### src/rtl/bus_demux_n.sv
// bus_demux_n: one master to N slaves request/acknowledge demultiplexer.
// The top address bits select a slave. The transfer is latched and held on
// that slave until it acks. Read data or an error then returns to the master.
// A decode error or a slave timeout produces an m_err response.
// Ports:
//   clk, rst                          clock and asynchronous active-high reset
//   m_req/m_addr/m_cmd/m_wdata        master request, held until m_ack
//   m_ack/m_rdata/m_err               one-cycle master response
//   busy                              FSM is not in IDLE
//   s_req                             one-hot slave request
//   s_addr/s_cmd/s_wdata              latched transfer, broadcast to all slaves
//   s_ack/s_rdata                     per-slave ack and read data (slice i = slave i)
module bus_demux_n #(
  parameter int unsigned N_SLAVES = 4,
  parameter int unsigned AW       = 32,
  parameter int unsigned DW       = 32,
  parameter int unsigned SEL_W    = 2,
  parameter int unsigned TIMEOUT  = 16
) (
  input  logic                   clk,
  input  logic                   rst,
  input  logic                   m_req,
  input  logic [AW-1:0]          m_addr,
  input  logic                   m_cmd,
  input  logic [DW-1:0]          m_wdata,
  output logic                   m_ack,
  output logic [DW-1:0]          m_rdata,
  output logic                   m_err,
  output logic                   busy,
  output logic [N_SLAVES-1:0]    s_req,
  output logic [AW-1:0]          s_addr,
  output logic                   s_cmd,
  output logic [DW-1:0]          s_wdata,
  input  logic [N_SLAVES-1:0]    s_ack,
  input  logic [N_SLAVES*DW-1:0] s_rdata
);

  localparam int unsigned CNT_W = (TIMEOUT > 2) ? $clog2(TIMEOUT) : 1;
  localparam logic [CNT_W-1:0] CNT_LAST = CNT_W'((TIMEOUT == 0) ? 0 : TIMEOUT - 1);
  localparam bit TO_EN = (TIMEOUT != 0);
  localparam logic [SEL_W:0] IDX_LIM = (SEL_W+1)'(N_SLAVES);

  typedef enum logic [1:0] {
    ST_IDLE = 2'd0,
    ST_WAIT = 2'd1,
    ST_RESP = 2'd2
  } state_t;

  state_t              r_state, w_state_nxt;
  logic [SEL_W-1:0]    r_idx, w_idx_nxt;
  logic [CNT_W-1:0]    r_cnt, w_cnt_nxt;
  logic [AW-1:0]       r_addr, w_addr_nxt;
  logic                r_cmd, w_cmd_nxt;
  logic [DW-1:0]       r_wdata, w_wdata_nxt;
  logic [DW-1:0]       r_rdata, w_rdata_nxt;
  logic                r_err, w_err_nxt;
  logic                r_ack, w_ack_nxt;
  logic                r_busy, w_busy_nxt;
  logic [N_SLAVES-1:0] r_sreq, w_sreq_nxt;

  logic [SEL_W-1:0]    w_idx;
  logic                w_idx_ok;
  logic [N_SLAVES-1:0] w_onehot;
  logic                w_sel_ack;
  logic [DW-1:0]       w_sel_rdata;

  assign w_idx    = m_addr[AW-1 -: SEL_W];
  assign w_idx_ok = ({1'b0, w_idx} < IDX_LIM);

  // Decode the incoming index to one-hot and select the latched slave's ack/data.
  always_comb begin
    w_onehot    = '0;
    w_sel_ack   = 1'b0;
    w_sel_rdata = '0;
    for (int i = 0; i < int'(N_SLAVES); i++) begin
      w_onehot[i] = (w_idx == SEL_W'(i));
      if (r_idx == SEL_W'(i)) begin
        w_sel_ack   = s_ack[i];
        w_sel_rdata = s_rdata[i*DW +: DW];
      end
    end
  end

  // State register plus every registered output.
  always_ff @(posedge clk or posedge rst) begin
    if (rst) begin
      r_state <= ST_IDLE;
      r_idx   <= '0;
      r_cnt   <= '0;
      r_addr  <= '0;
      r_cmd   <= 1'b0;
      r_wdata <= '0;
      r_rdata <= '0;
      r_err   <= 1'b0;
      r_ack   <= 1'b0;
      r_busy  <= 1'b0;
      r_sreq  <= '0;
    end else begin
      r_state <= w_state_nxt;
      r_idx   <= w_idx_nxt;
      r_cnt   <= w_cnt_nxt;
      r_addr  <= w_addr_nxt;
      r_cmd   <= w_cmd_nxt;
      r_wdata <= w_wdata_nxt;
      r_rdata <= w_rdata_nxt;
      r_err   <= w_err_nxt;
      r_ack   <= w_ack_nxt;
      r_busy  <= w_busy_nxt;
      r_sreq  <= w_sreq_nxt;
    end
  end

  // Next state and next register values. s_req and m_ack are computed one
  // cycle ahead so they appear exactly in the WAIT and RESP cycles.
  always_comb begin
    w_state_nxt = r_state;
    w_idx_nxt   = r_idx;
    w_cnt_nxt   = r_cnt;
    w_addr_nxt  = r_addr;
    w_cmd_nxt   = r_cmd;
    w_wdata_nxt = r_wdata;
    w_rdata_nxt = r_rdata;
    w_err_nxt   = r_err;
    w_ack_nxt   = 1'b0;
    w_sreq_nxt  = '0;

    case (r_state)
      ST_IDLE: begin
        if (m_req) begin
          if (w_idx_ok) begin
            w_idx_nxt   = w_idx;
            w_cnt_nxt   = '0;
            w_addr_nxt  = m_addr;
            w_cmd_nxt   = m_cmd;
            w_wdata_nxt = m_wdata;
            w_sreq_nxt  = w_onehot;
            w_state_nxt = ST_WAIT;
          end else begin
            // Unmapped slave index: answer at once with an error.
            w_rdata_nxt = '0;
            w_err_nxt   = 1'b1;
            w_ack_nxt   = 1'b1;
            w_state_nxt = ST_RESP;
          end
        end
      end
      ST_WAIT: begin
        // Ack wins over a timeout expiring in the same cycle.
        if (w_sel_ack) begin
          w_rdata_nxt = w_sel_rdata;
          w_err_nxt   = 1'b0;
          w_ack_nxt   = 1'b1;
          w_state_nxt = ST_RESP;
        end else if (TO_EN && (r_cnt == CNT_LAST)) begin
          w_rdata_nxt = '0;
          w_err_nxt   = 1'b1;
          w_ack_nxt   = 1'b1;
          w_state_nxt = ST_RESP;
        end else begin
          w_cnt_nxt   = r_cnt + CNT_W'(1);
          w_sreq_nxt  = r_sreq;
        end
      end
      ST_RESP: begin
        w_state_nxt = ST_IDLE;
      end
      default: begin
        w_state_nxt = ST_IDLE;
      end
    endcase

    w_busy_nxt = (w_state_nxt != ST_IDLE);
  end

  assign m_ack   = r_ack;
  assign m_rdata = r_rdata;
  assign m_err   = r_err;
  assign busy    = r_busy;
  assign s_req   = r_sreq;
  assign s_addr  = r_addr;
  assign s_cmd   = r_cmd;
  assign s_wdata = r_wdata;

endmodule

### config.mk
export PLATFORM = sky130hd
export DESIGN_NAME = bus_demux_n
export DESIGN_NICKNAME = d
export VERILOG_FILES = /design/src/rtl/bus_demux_n.sv
export SDC_FILE = /design/constraint.sdc
export NUM_CORES = 1
export LEC_CHECK = 0
export BUFFER_PORTS_ARGS = -buffer_cell sky130_fd_sc_hd__buf_2
export CORE_AREA = 2 2 118 120
export CTS_CLUSTER_DIAMETER = 80
export CTS_CLUSTER_SIZE = 20
export DETAILED_ROUTE_END_ITERATION = 12
export DIE_AREA = 0 0 120 122
export GPL_TIMING_DRIVEN = 0
export PLACE_DENSITY = 0.78
export SLEW_MARGIN = 20
export SYNTH_ARGS = -nofsm -noshare
export SYNTH_HDL_FRONTEND = slang
export SYNTH_SLANG_ARGS = --single-unit
export TNS_END_PERCENT = 100
### constraint.sdc
create_clock -name clk -period 3.95 [get_ports clk]
set_input_delay 0.79 -clock clk [delete_from_list [all_inputs] [get_ports clk]]
set_output_delay 0.79 -clock clk [all_outputs]
set_load 0.02 [all_outputs]
# ---- Word level (Yosys, flattened, before mapping)
# Cells that the tools add are included.
dict set report word_totals {
  latchBits 0
  register_bits 112
  mem_count 0
  ramBits 0
  out_inout_bits 104
  inputBits 200
  rom_bits 0
  elab_cells 60
}
dict set report classes {
  addsub 1
  n_eq_ne 12
  bitwise_logic 0
  n_mul 0
  n_div 0
  shifts 0
  magnitude_cmp 0
  n_reduce_logical 9
  muxes 27
}
# op count
set op_table {}
lappend op_table {{$mux 32} 6}
lappend op_table {{$mux 4} 6}
lappend op_table {{$pmux 4 s2} 2}
lappend op_table {{$mux 1} 9}
lappend op_table {{$eq 2x2->1 const B} 4}
lappend op_table {{$eq 2x1->1 const B} 3}
lappend op_table {{$logic_not 2->1} 3}
lappend op_table {{$mux 2} 3}
lappend op_table {{$ne 2x2->1 const B} 3}
lappend op_table {{$reduce_bool 2->1} 3}
lappend op_table {{$add 4x1->4 const B} 1}
lappend op_table {{$eq 4x4->1 const B} 1}
lappend op_table {{$pmux 2 s2} 1}
lappend op_table {{$reduce_and 2->1} 2}
lappend op_table {{$reduce_and 4->1} 1}
lappend op_table {{$ne 3x3->1 const B} 1}

# ---- Depth between registers and ports, before layout
# Gate-level depths: netlist of the first run.
dict set report logic_depth {
  depth_word 8
  ltp_mapped 6
  depth_no_buf 3
}

# ---- Worst setup path before layout of the first run
# Ideal clock, no wire load.
dict set report synth_path {
  path_kind {input-to-reg}
  from {input s_ack[3]}
  to {register r_cnt[2]}
  arrival_ns 1.966
  path_slack_ns 1.880
  required_time_ns 3.846
  cell_stages 4
  path_buffers 1
  setup_time_ns 0.104
  cell_sequence {mux4_2 -> buf_6 -> or4b_1 -> o311ai_1}
}
dict set report synth_via {
  elab_chain_cells 3
}
# item line
set synth_rtl {}
lappend synth_rtl {{from (decl)} 34} ;# input logic [N_SLAVES-1:0] s_ack,
lappend synth_rtl {{$mux 1} 77} ;# if (r_idx == SEL_W'(i)) begin
lappend synth_rtl {{$ne 2x2->1 (no source line)} n/a}
lappend synth_rtl {{$reduce_and 4->1 (no source line)} n/a}
lappend synth_rtl {{to (signal assigned)} 101} ;# r_cnt <= w_cnt_nxt;
lappend synth_rtl {{to (decl)} 51} ;# logic [CNT_W-1:0] r_cnt, w_cnt_nxt;
# No other way between the ends.
# A chain may end at the register's enable or synchronous reset.

# ---- Worst setup path after layout of the first run
dict set report layout_path {
  from {input m_req}
  to {register r_wdata[8], in the netlist s_wdata[8]}
}
dict set report layout_via {
  elab_chain_cells 1
}
# item line
set layout_rtl {}
lappend layout_rtl {{from (decl)} 22} ;# input logic m_req,
lappend layout_rtl {{$reduce_and 2->1 (no source line)} n/a}
lappend layout_rtl {{to (signal assigned)} 104} ;# r_wdata <= w_wdata_nxt;
lappend layout_rtl {{to (decl)} 54} ;# logic [DW-1:0] r_wdata, w_wdata_nxt;
# No other way between the ends.

==> parameters.txt, run 1 <==
Parameter                              Value

STA
  Final max-slew violation count    0
  Min cycle time layout    2.32 ns
  Number of setup violations in the final report    0
  Crit share post-route    58.8%
  Final Hold Vio Count    0
  Worst-Margin Slew    0.622 ns
  Setup skew after layout    0.00802 ns
  Fmax achieved    431 MHz
  Smallest hold slack    0.424 ns
  Worst max-slew margin expressed relative to the limit    58.5%
  Unrepaired setup endpoints after global routing    no

Layout
  Most frequent cells in the layout    sky130_fd_sc_hd__buf_2 (309), sky130_fd_sc_hd__nand2_1 (199), sky130_fd_sc_hd__dfrtp_1 (110), sky130_fd_sc_hd__mux4_2 (33), sky130_fd_sc_hd__and3_1 (32)
  Design Area, Final    7230 µm²
  Util after Layout    53.6%
  Leading cell type in the layout, fill and taps excluded    sky130_fd_sc_hd__buf_2
  Inserted Diodes    0
  Non-filler instance count after layout    974
  Ratio of cells with drive above 1 in the final layout    49.6%
  Fin nets    990
  Area growth syn-to-layout    41.3%

Placement
  RD Place Congestion    0.755
  Total instance count after detailed placement    958
  IO buf count    303
  Detailed Place HPWL    12,400 µm
  Area after detailed placement    6890 µm²

Clock network
  Count of cells resized by post-cts repair    0
  Clock latency on the worst-skew pair    0.35 ns
  Sinks on Clock Net    110
  Post-CTS setup buffers    0
  Maximum clock path buffer count    2
  CTS tree    done
  Clock slew seen by the registers of the worst setup and hold paths    0.08 ns
  Clock buffer count from CTS    9
  Number of levels the H-tree was split into    3
  Clock root buffer master    sky130_fd_sc_hd__clkbuf_16
  CTS hold repair buffers    0

Synthesis
  Number of warnings reported in the yosys synthesis log    0
  Synth Net Count    675
  Syn Std Cell Area    5120 µm²
  Instance count of the mapped netlist    474
  Number of synthesized flops with an enable pin    0
  Count of distinct cell types in the synthesized netlist    34
  Synthesized area divided by synthesized cell count    10.8 µm²
  Yosys reg bits    110
  Share of synthesized area occupied by flip-flops and latches    53.8%
  Most used flip-flop cell after synthesis    sky130_fd_sc_hd__dfrtp_1
  Async set or reset register ratio after synthesis    100%

Global route
  Initial antenna violation count    0
  GRT met1 Usage    25.6%
  Met3 layer usage reported by global route    5.62%
  Most used routing layer in global routing    met2
  Vias in the first global route    4,841
  Global-route met2 utilization    36.9%
  Aggregate global routing overflow    0
  Global-route wire length before repair    24,200 µm
  Largest net degree at the start of global routing    78
  Global Route Usage Sum    21.3%

Route
  Drt pass-1 iters    4
  Remaining antenna violation count    0
  Wire length after detailed routing    15,800 µm
  Via density    4.94
  Number of remaining DRC errors    0
  First DRT Iteration DRCs    230
  Average detailed-routed wire length per instance    16.2 µm
  Via count of the routed design    4,816

Pwr
  Power per Cell Area    823 nW/µm²
  Static Leak    4.00 nW
  Max IR drop VDD    404 µV

Setup path
  Category of the worst setup path capture point    register
  Arrival time reported for the critical path endpoint    2.61 ns
  Crit path max fanout    10
  Required time of the worst setup path    4.24 ns
  Worst Setup Start Kind    input port
  Type of the worst setup path    input port to register

Die
  Number of cell rows    43
  Starting utilization of the core area    37.9%
  Number of ports placed on the die boundary    304
  Die ar.    14,600 µm²
  Die outline width    120 µm
  Placeable core area    13,500 µm²
  Die Y-Extent    122 µm

Worst hold path
  Classification of the worst-slack hold path    input port to async pin

Run
  Number of max-capacitance violations reported    0

Status
  Outcome    complete, no violations
-- report_power, final --
group	total [W]	internal [W]	switching, W	leakage, nW
Sequential	0.00193	0.00165	0.000283	1.37
Clock	0.00102	0.000587	0.000437	0.165
Combinational	0.00300	0.00121	0.00179	2.46
-- metal layers --
layer | share of wire, % | wire length (µm) | vias up
met5 | 0 | 0 | -
met4 | 1.9 | 294 | 0
met3 | 7.6 | 1210 | 23
met2 | 51 | 8010 | 216
met1 | 40 | 6250 | 2315
li1 | - | - | 2262
-- logic make-up after synthesis --
| family | after synthesis | synth area share (%) |
|---|---|---|
| buffers and inverters | 42 | 3.52 |
| multiplexers | 35 | 14.9 |
| flip-flops | 110 | 53.8 |
| AO/OA/AOI/OAI | 42 | 7.48 |
| adder cells (fa/ha/maj) | 1 | 0.244 |
| AND/OR/NAND/NOR | 244 | 20.1 |
-- cells in the mapped netlist (2+ instances only) --
| library cell | instances | share of area [%] |
|---|---|---|
| sky130_fd_sc_hd__a31o_1 | 4 | 0.68 |
| sky130_fd_sc_hd__a31o_2 | 28 | 4.8 |
| sky130_fd_sc_hd__and3_1 | 32 | 3.9 |
| sky130_fd_sc_hd__buf_1 | 2 | 0.15 |
| sky130_fd_sc_hd__buf_2 | 6 | 0.59 |
| sky130_fd_sc_hd__buf_6 | 2 | 0.44 |
| sky130_fd_sc_hd__clkbuf_1 | 27 | 2.0 |
| sky130_fd_sc_hd__dfrtp_1 | 110 | 54 |
| sky130_fd_sc_hd__inv_1 | 5 | 0.37 |
| sky130_fd_sc_hd__mux2i_1 | 2 | 0.39 |
| sky130_fd_sc_hd__mux4_2 | 33 | 15 |
| sky130_fd_sc_hd__nand2_1 | 199 | 15 |
| sky130_fd_sc_hd__nor2_1 | 2 | 0.15 |
| sky130_fd_sc_hd__o2bb2ai_1 | 2 | 0.34 |
-- flip-flops by register name, indices dropped and copies added (netlist names) --
register	flops
s_addr	30
r_idx	2
r_cnt	4
busy	1
r_state	2
m_err	1
s_wdata	32
s_req	4
m_ack	1
s_cmd	1
m_rdata	32
-- path summary, 6_finish.rpt --
path / end / slack, ns / cells past startpoint / startpoint
max in group asynchronous: s_req[1] / 2.84 / 3 / rst
worst min-delay path: m_rdata[24] / 0.42 / 2 / rst
min in group clk: s_wdata[19] / 0.47 / 2 / s_wdata[19]
worst min register to register: s_wdata[19] / 0.47 / 2 / s_wdata[19]
worst max-delay path: s_wdata[8] / 1.63 / 6 / m_req
worst max register to register: s_wdata[8] / 1.70 / 5 / r_state[1]
-- final cells by class --
class / instances / area, µm²
Fill cell: 1251 / 6270
Sequential cell: 110 / 2750
Multi-Input combinational cell: 322 / 2190
Timing Repair Buffer: 304 / 1540
Clock buffer: 10 / 239
Tap cell: 180 / 225
Buffer: 37 / 161
Clock inverter: 6 / 101
Inverter: 5 / 23.8
-- worst max-delay path: stages --
cell	delay, ns
sky130_fd_sc_hd__buf_2	0.09
sky130_fd_sc_hd__nor3b_1	0.50
sky130_fd_sc_hd__clkbuf_1	0.50
sky130_fd_sc_hd__buf_1	0.48
sky130_fd_sc_hd__nand2_1	0.16
sky130_fd_sc_hd__nand2_1	0.09
-- stage by stage --
stage                     total power, W  setup WS, ns  TNS, ns
final                            0.00596          1.63        0
after global routing             0.00638          1.35        0
after CTS                        0.00601          1.52        0
after detailed placement         0.00497          1.16        0
after global placement           0.00489         -1.07  -116.94
after floorplan                  0.00395         0.258        0
Note: power is estimated with default switching activity, not from simulation.
==> run 2: changes to the inputs <==
- clock period: 3.95 -> 2.2 ns (I/O delays scaled with it)
==> run 2 against run 1 <==
Net effect:
- via count fell by 1.6%
- register-to-register slack got worse by 1.5 ns
- clock power rose by 54%
- power grew 75%
- combinational power is 80% higher
- hold slack worse by 0.21 ns
- clock skew up 0.0029 ns
- highest routed layer unchanged
==> parameters.txt, run 2 (synthesis gave the netlist of run 1 again) <==
Parameter                              Value

Status
  Outcome    complete, no violations

Pwr
  Max IR drop VDD    744 µV
  Design internal power    0.00593 W
  Sequential share of power    33.4%
  Share of total power in combinational logic    51.6%
  Switching Power    0.00451 W
  Power per Cell Area    1440 nW/µm²
  Fraction of power consumed by the clock network    15.0%
  Static Leak    4.00 nW
  Switching power as a share of total power    43.2%

Die
  Die Y-Extent    122 µm
  Number of cell rows    43
  Placeable core area    13,500 µm²
  Starting utilization of the core area    37.9%
  Number of ports placed on the die boundary    304
  Die ar.    14,600 µm²
  Die outline width    120 µm

Clock network
  Clock latency on the worst-skew pair    0.35 ns
  Clock slew seen by the registers of the worst setup and hold paths    0.08 ns
  Number of levels the H-tree was split into    3
  Clock buffer count from CTS    9
  CTS hold repair buffers    0
  CTS tree    done
  Maximum clock path buffer count    2
  Clock root buffer master    sky130_fd_sc_hd__clkbuf_16
  Sinks on Clock Net    110

STA
  Worst-Margin Slew    0.738 ns
  Min cycle time layout    2.01 ns
  Final Hold Vio Count    0
  Fmax achieved    497 MHz
  Crit share post-route    91.5%
  Final max-slew violation count    0
  Worst max-slew margin expressed relative to the limit    50.7%
  Setup skew after layout    0.0109 ns
  Number of setup violations in the final report    0
  Unrepaired setup endpoints after global routing    no
  Smallest hold slack    0.212 ns

Global route
  Global Route Usage Sum    21.4%
  Initial antenna violation count    2
  Aggregate global routing overflow    0
  Global-route wire length before repair    24,400 µm
  Largest net degree at the start of global routing    34
  Vias in the first global route    4,766

Layout
  Ratio of cells with drive above 1 in the final layout    50.3%
  Multi-input combinational cell area    2190 µm²
  Filler cell count in the final layout    1,269
  Fin nets    993
  Util after Layout    53.6%
  FF/Latch Area    2750 µm²
  Area growth syn-to-layout    41.4%
  Leading cell type in the layout, fill and taps excluded    sky130_fd_sc_hd__buf_2
  Most frequent cells in the layout    sky130_fd_sc_hd__buf_2 (309), sky130_fd_sc_hd__nand2_1 (199), sky130_fd_sc_hd__dfrtp_1 (110), sky130_fd_sc_hd__mux4_2 (33), sky130_fd_sc_hd__and3_1 (32)

Placement
  Detailed Place HPWL    12,200 µm
  IO buf count    303
  RD Place Congestion    0.765

Setup path
  Crit path max fanout    10
  Arrival time reported for the critical path endpoint    2.25 ns
  Most common cell type on the critical path    sky130_fd_sc_hd__buf_6
  Master of the slowest instance on the critical path    sky130_fd_sc_hd__mux4_2
  Critical-path cell list    buf_6, mux4_2, buf_6, clkbuf_1, and3_1, a31o_2
  Worst Setup Start Kind    register
  Category of the worst setup path capture point    register
  Required time of the worst setup path    2.44 ns
  Type of the worst setup path    register to register
  Maximum single-stage delay on the critical path    0.53 ns

Worst hold path
  Classification of the worst-slack hold path    input port to async pin

Route
  Average detailed-routed wire length per instance    15.9 µm
  Wire length after detailed routing    15,600 µm
  Drt pass-1 iters    4
  Via count of the routed design    4,739
  Number of remaining DRC errors    0
  Remaining antenna violation count    0
  Via density    4.84
  First DRT Iteration DRCs    226

Run
  Number of max-capacitance violations reported    0
==> run 2: changes by cell type in the layout (fill, tap and decap cells not counted), moves of 2 or more <==
| cell | delta |
|---|---|
| sky130_fd_sc_hd__bufinv_16 | -2 |
| sky130_fd_sc_hd__buf_4 | +2 |
| sky130_fd_sc_hd__buf_12 | +2 |
| sky130_fd_sc_hd__clkbuf_2 | +3 |
| sky130_fd_sc_hd__clkbuf_1 | -3 |
| sky130_fd_sc_hd__clkinvlp_4 | +2 |
| sky130_fd_sc_hd__diode_2 | +2 |
==> run 2: through the flow <==
step / worst slack (ns) / std cells / cell area (µm²) / power [W] / TNS [ns]
after floorplan: 0.270 / 474 / 5120 / 0.00708 / 0
after global placement: -0.328 / 957 / 6870 / 0.00883 / -36.17
after detailed placement: -0.110 / 960 / 6930 / 0.00896 / -0.858
after CTS: 0.0237 / 976 / 7220 / 0.0106 / 0
after global routing: 0.0116 / 978 / 7240 / 0.0112 / 0
final: 0.188 / 979 / 7240 / 0.0104 / 0
==> run 2: layout make-up <==
| cell class | instances | share of cell area [%] |
|---|---|---|
| Inverter | 5 | 0.311 |
| Timing Repair Buffer | 308 | 22.1 |
| Sequential cell | 110 | 38.0 |
| Clock inverter | 6 | 0.760 |
| Tap cell | 180 | 3.11 |
| Buffer | 36 | 2.23 |
| Antenna cell | 2 | 0.0691 |
| Multi-Input combinational cell | 322 | 30.3 |
| Clock buffer | 10 | 3.16 |
==> run 2: power groups by stage <==
stage,clock network [W],registers (W),logic (W)
2_1_floorplan,0,0.00455,0.00253
3_3_place_gp,0,0.00345,0.00537
3_5_place_dp,0,0.00347,0.00548
4_1_cts,0.00160,0.00347,0.00548
5_1_grt,0.00170,0.00362,0.00589
6_report,0.00157,0.00349,0.00539
==> run 2: worst max-delay path: cells and delay by family (launching register included) <==
kind / cells / cell delay [ns]
AOI/OAI and AO/OA: 1 / 0.21
buffers and inverters: 3 / 0.55
DFF: 1 / 0.38
muxes: 1 / 0.53
and+or+nand+nor: 1 / 0.24
==> run 2: repair_timing <==
item / 4_1_cts / 5_1_grt
pin swaps: 0 / 1
gates cloned: 0 / 0
gates resized for setup: 1 / 6
buffers inserted: 0 / 2
endpoints found under the setup margin: 6 / 30
==> run 2: final timing paths <==
check | cells after the start | to | slack [ns] | start
worst max register to register | 6 | m_rdata[12] | 0.19 | r_idx[0]
min in group clk | 3 | s_addr[10] | 0.27 | m_addr[10]
worst min register to register | 2 | s_addr[4] | 0.47 | s_addr[4]
max in group asynchronous | 4 | r_cnt[3] | 1.19 | rst
worst min-delay path | 2 | s_wdata[21] | 0.21 | rst
worst max-delay path | 6 | m_rdata[12] | 0.19 | r_idx[0]
==> run 2: metal layers <==
layer	vias to the layer above	share of wire (%)	global-route usage, %
met1	2242	40	26.2
met5	-	0	0
met4	0	1.4	5.59
met2	207	51	37.6
li1	2275	-	-
met3	15	8.0	5.43
